`src/rtl/neuron_mac.sv`:
```
// neuron_mac: streaming single-neuron multiply-accumulate with bias, rescale, saturation and optional ReLU.
// Weights come from an external memory with a registered read port (data valid the cycle after w_ren).
module neuron_mac #(
    parameter int NUM_WEIGHT = 30,
    parameter int DATA_WIDTH = 16,
    parameter int FRAC_BITS  = 10,
    parameter int ADDR_WIDTH = $clog2(NUM_WEIGHT),
    parameter int RELU       = 1
) (
    input  logic                  clk,
    input  logic                  rst_n,
    input  logic [DATA_WIDTH-1:0] x_in,
    input  logic                  x_valid,
    output logic                  x_ready,
    input  logic [DATA_WIDTH-1:0] bias,
    output logic                  w_ren,
    output logic [ADDR_WIDTH-1:0] w_radd,
    input  logic [DATA_WIDTH-1:0] w_rdata,
    output logic [DATA_WIDTH-1:0] y_out,
    output logic                  y_valid
);
    localparam int ACC_W = 2*DATA_WIDTH + $clog2(NUM_WEIGHT);
    localparam logic signed [ACC_W:0] MAXV = (ACC_W+1)'(2**(DATA_WIDTH-1) - 1);
    localparam logic signed [ACC_W:0] MINV = -MAXV - 1;

    typedef enum logic [1:0] {IDLE, ACCUM, DRAIN, OUTPUT} state_t;

    state_t                         state_q, state_d;
    logic [ADDR_WIDTH-1:0]          count_q, count_d;
    logic signed [ACC_W-1:0]        acc_q, acc_d;
    logic signed [DATA_WIDTH-1:0]   x_q, x_d;
    logic                           mac_en_q, mac_en_d;
    logic [DATA_WIDTH-1:0]          y_q, y_d;
    logic                           y_valid_q, y_valid_d;
    logic                           accept, last;
    logic signed [2*DATA_WIDTH-1:0] prod;
    logic signed [ACC_W:0]          s, r;
    logic [DATA_WIDTH-1:0]          sat, res;

    always_comb begin
        x_ready   = state_q == ACCUM;
        accept    = x_valid && x_ready;
        last      = accept && count_q == ADDR_WIDTH'(NUM_WEIGHT - 1);
        w_ren     = accept;
        w_radd    = count_q;
        state_d   = (state_q == IDLE || state_q == OUTPUT) ? ACCUM :
                    state_q == DRAIN ? OUTPUT : last ? DRAIN : ACCUM;
        prod      = x_q * $signed(w_rdata);
        // Rescale from Q(2*FRAC) to Q(FRAC); the extra bit keeps acc+bias from wrapping
        s         = (ACC_W+1)'(acc_q) + ((ACC_W+1)'($signed(bias)) <<< FRAC_BITS);
        r         = s >>> FRAC_BITS;
        sat       = r > MAXV ? {1'b0, {(DATA_WIDTH-1){1'b1}}} :
                    r < MINV ? {1'b1, {(DATA_WIDTH-1){1'b0}}} : r[DATA_WIDTH-1:0];
        res       = (RELU != 0 && r[ACC_W]) ? '0 : sat;
        count_d   = state_q == OUTPUT ? '0 : accept ? count_q + 1'b1 : count_q;
        acc_d     = state_q == OUTPUT ? '0 : mac_en_q ? acc_q + ACC_W'(prod) : acc_q;
        x_d       = accept ? $signed(x_in) : x_q;
        mac_en_d  = accept;
        y_d       = state_q == OUTPUT ? res : y_q;
        y_valid_d = state_q == OUTPUT;
    end

    always_ff @(posedge clk) begin
        if (!rst_n) begin
            state_q   <= IDLE;
            count_q   <= '0;
            acc_q     <= '0;
            x_q       <= '0;
            mac_en_q  <= 1'b0;
            y_q       <= '0;
            y_valid_q <= 1'b0;
        end else begin
            state_q   <= state_d;
            count_q   <= count_d;
            acc_q     <= acc_d;
            x_q       <= x_d;
            mac_en_q  <= mac_en_d;
            y_q       <= y_d;
            y_valid_q <= y_valid_d;
        end
    end

    assign y_out   = y_q;
    assign y_valid = y_valid_q;
endmodule
```
`config.mk`:
```
export PLATFORM = sky130hd
export DESIGN_NAME = neuron_mac
export DESIGN_NICKNAME = d
export VERILOG_FILES = /design/src/rtl/neuron_mac.sv
export SDC_FILE = /design/constraint.sdc
export NUM_CORES = 1
export LEC_CHECK = 0
export CAP_MARGIN = 5
export CORE_ASPECT_RATIO = 1.1
export CORE_MARGIN = 2
export CORE_UTILIZATION = 50
export DETAILED_ROUTE_END_ITERATION = 6
export DONT_BUFFER_PORTS = 1
export PLACE_DENSITY = 0.75
export SETUP_SLACK_MARGIN = 0.2
export SLEW_MARGIN = 10
export SYNTH_ARGS = -nofsm -noshare
export SYNTH_HDL_FRONTEND = slang
export SYNTH_SLANG_ARGS = --single-unit
```
`constraint.sdc`:
```
create_clock -name clk -period 9.9 [get_ports clk]
set_clock_uncertainty 0.1 [all_clocks]
set_input_delay 2.97 -clock clk [delete_from_list [all_inputs] [get_ports clk]]
set_output_delay 2.97 -clock clk [all_outputs]
set_load 0.02 [all_outputs]
```
==> run summary <==
==================================================================================
Netlist cell types                                                              68
Highest attainable clock frequency                                      0.1015 GHz
Residual DRC count                                                               0
Hold path startpoint                                                      acc_q[2]
RSZ-0062 raised after global routing                                           yes
Launch instance of the worst register-to-register path                      x_q[6]
# placed instances                                                            2316
Crit path buf inv count                                                          9
Power per cell area                                                   237.4 nW/um^2
Worst vdd ir                                                              177.6 uV
I/O pin count                                                                   75
Cell taking the most area after synthesis                                     fa_1
Area growth, synth to finish                                                12.50%
Most instantiated cells after synthesis                               inv_1, fa_1, nand2_1, ha_1, and2_1
Largest family of logic cells by synthesized area                      adder cells
Quantity of I/O buffers inserted on ports                                        0
Average instance area after synthesis                                   8.658 um^2
EDFF count, synth                                                                0
Fraction of registers with async set/reset                                      0%
Dominant synthesized flop cell                                             dfxtp_1
TritonCTS buffer count                                                           9
Number of vias per cell after detailed routing                               5.470
Cell count after synthesis                                                    1835
Max Buffers Root-to-Sink                                                         2
Number of DRC violations after detailed-routing iteration 0                    684
Xor and xnor area share after synthesis                                     4.166%
Vias in the first global route                                               13800
Fin. max-slew vios                                                               0
Warning count from the yosys run                                                 0
Data required time at the worst endpoint                                  10.04 ns
Clock tree from TritonCTS                                                      yes
Routability cong.                                                           0.9129
Antenna cells                                                                    0
Detailed-placement wirelength estimate                                    31220 um
Headroom to the max-slew limit                                              28.90%
Most instantiated library cell after synthesis                               inv_1
CP delay by family, top                                                adder cells
Endpoint type of the worst setup path                                    flip-flop
Number of nets produced by synthesis                                          2301
Area fraction of the dominant cell type after synthesis                     33.27%
Placement row count                                                             68
Final Cycle Share                                                           99.55%
Critical-path cell with the highest stage delay                               fa_2
Total clock sinks                                                               78
Crit path top cell by count                                                  buf_4
Share of synthesized area occupied by flip-flops and latches                9.828%
Clock Root Buffer                                                        clkbuf_16
Post-synthesis register bit count                                               78
Leakage power figure                                                      8.832 nW
Post-DRT Antenna Nets                                                            0
Die outline area                                                        33220 um^2
Total count of hold-check failures in the final report                           0
Class of the tightest hold or removal check                                reg2reg
DRT Wirelength                                                            38510 um
Number of antenna violations at the first check in global routing                1
Synth Cell Area                                                         15890 um^2
Clock-pin slew on the worst setup and hold paths                           0.07 ns
Total setup violations reported at the end of the flow                           0
Wire length of the first global-routing pass                              66960 um
Synth Area in Compound Gates                                                13.61%
Biggest area contributors in the synthesized netlist                  fa_1, ha_1, dfxtp_1
Global route total overflow                                                      0
Sum Neg Setup Slack                                                           0 ns
Measured slew at the worst slew-check pin                                 1.063 ns
Biggest fanout along the worst timing path                                      16
Worst setup startpoint                                                  w_rdata[6]
Horizontal die dimension                                                  174.0 um
Critical path data arrival time                                            9.99 ns
Highest cell delay on the worst timing path                                0.58 ns
Number of nets at the end of the flow                                         2385
Final critical-path required period                                       9.856 ns
Largest net degree at the start of global routing                               45
Initial standard-cell utilization of the core                               50.74%
Simple-gate share of the synthesized area                                   16.54%
Count of maximum capacitance violations                                          0
H-tree depth                                                                     3
Detailed Routing Iterations Pass 1                                               5
Kind of critical path                                                       in2reg
Non-filler instance count after layout                                        2343
Nature of the critical path startpoint                                primary input
Clock latency of the later-clocked register in the worst-skew pair         0.36 ns
Share of the core filled with cells in the final layout                     57.09%
Multiplexer share of the synthesized area                                   1.638%
Total power consumption of the routed design                              4.243 mW
Wire length per cell                                                      16.43 um
Total vias in the final route                                                12820
Global-route total usage across every layer                                 24.76%
Adder-cell share of the synthesized area                                    45.16%
Share of final-layout standard cells stronger than drive strength 1         11.96%
Result of the run                                                        completed
Core Footprint                                                          31310 um^2
Die outline height                                                        191.0 um
==================================================================================
-- registers in the layout (all words and copies together) (netlist names) --
signal    cells
state_q       2
y_out        16
acc_q        37
mac_en_q      1
y_valid       1
x_q          16
w_radd        5
-- layout make-up --
cell class / instances / area, um^2
Clock buffer: 10 / 239.0
Tap cell: 420 / 525.5
Timing Repair Buffer: 129 / 997.2
Inverter: 325 / 1220
Sequential cell: 78 / 1563
Fill cell: 2763 / 13440
Clock inverter: 5 / 58.81
Multi-Input combinational cell: 1376 / 13270
-- through the flow --
step           hold WS, ns  worst slack [ns]  instance area, um^2
6_report            0.3972           0.04425                17870
5_1_grt             0.4186           -0.2994                17870
4_1_cts             0.4057            0.1139                17650
3_5_place_dp        0.3946           -0.4070                17250
3_3_place_gp        0.3789           -0.2727                17250
2_1_floorplan       0.3464           -0.1371                16110
-- layer usage --
metal,up-vias,global-route usage (%),part of all wire [%]
li1,6083,-,-
met1,6264,31.95,43
met2,393,41.92,47
met3,75,5.887,7.6
met4,2,6.464,2.0
met5,-,0,0.034
-- tightest hold or removal path, stage by stage (launching register included) --
cell and delay, ns:
dfxtp_1 0.31, nor2_1 0.08, a211oi_1 0.05
-- path summary, 6_finish.rpt --
kind | end | slack [ns] | cells after the start
max | acc_q[33] | 0.04 | 32
min | acc_q[2] | 0.40 | 2
max reg2reg | acc_q[33] | 1.75 | 30
min reg2reg | acc_q[2] | 0.40 | 2
-- power by group --
part | internal [mW] | total, mW | switching (mW)
clock network | 0.202 | 0.361 | 0.159
registers | 0.353 | 0.418 | 0.0647
logic | 1.66 | 3.46 | 1.80
total | 2.22 | 4.24 | 2.02
-- layout by cell type, fill, tap and decap left out, types with 49 or more instances in the layout --
cell type and instances:
inv_1 320, fa_1 258, nand2_1 215, ha_1 142, buf_4 126, and2_1 124, nor2_1 80, a21oi_1 80
dfxtp_1 77, xnor2_1 49
-- cell families after synthesis --
logic type / count (synthesis)
AND/OR/NAND/NOR: 540
XOR/XNOR: 74
adder cells (fa/ha/maj): 415
flip-flops: 78
buffers and inverters: 381
multiplexers: 26
AO/OA/AOI/OAI: 321
-- timing repair --
action,4_1_cts,5_1_grt
endpoints found under the setup margin,8,18
resized for setup,14,43
setup buffers,7,5
hold buffers,0,0
pin swaps,29,32
Note: power is estimated with default switching activity, not from simulation.
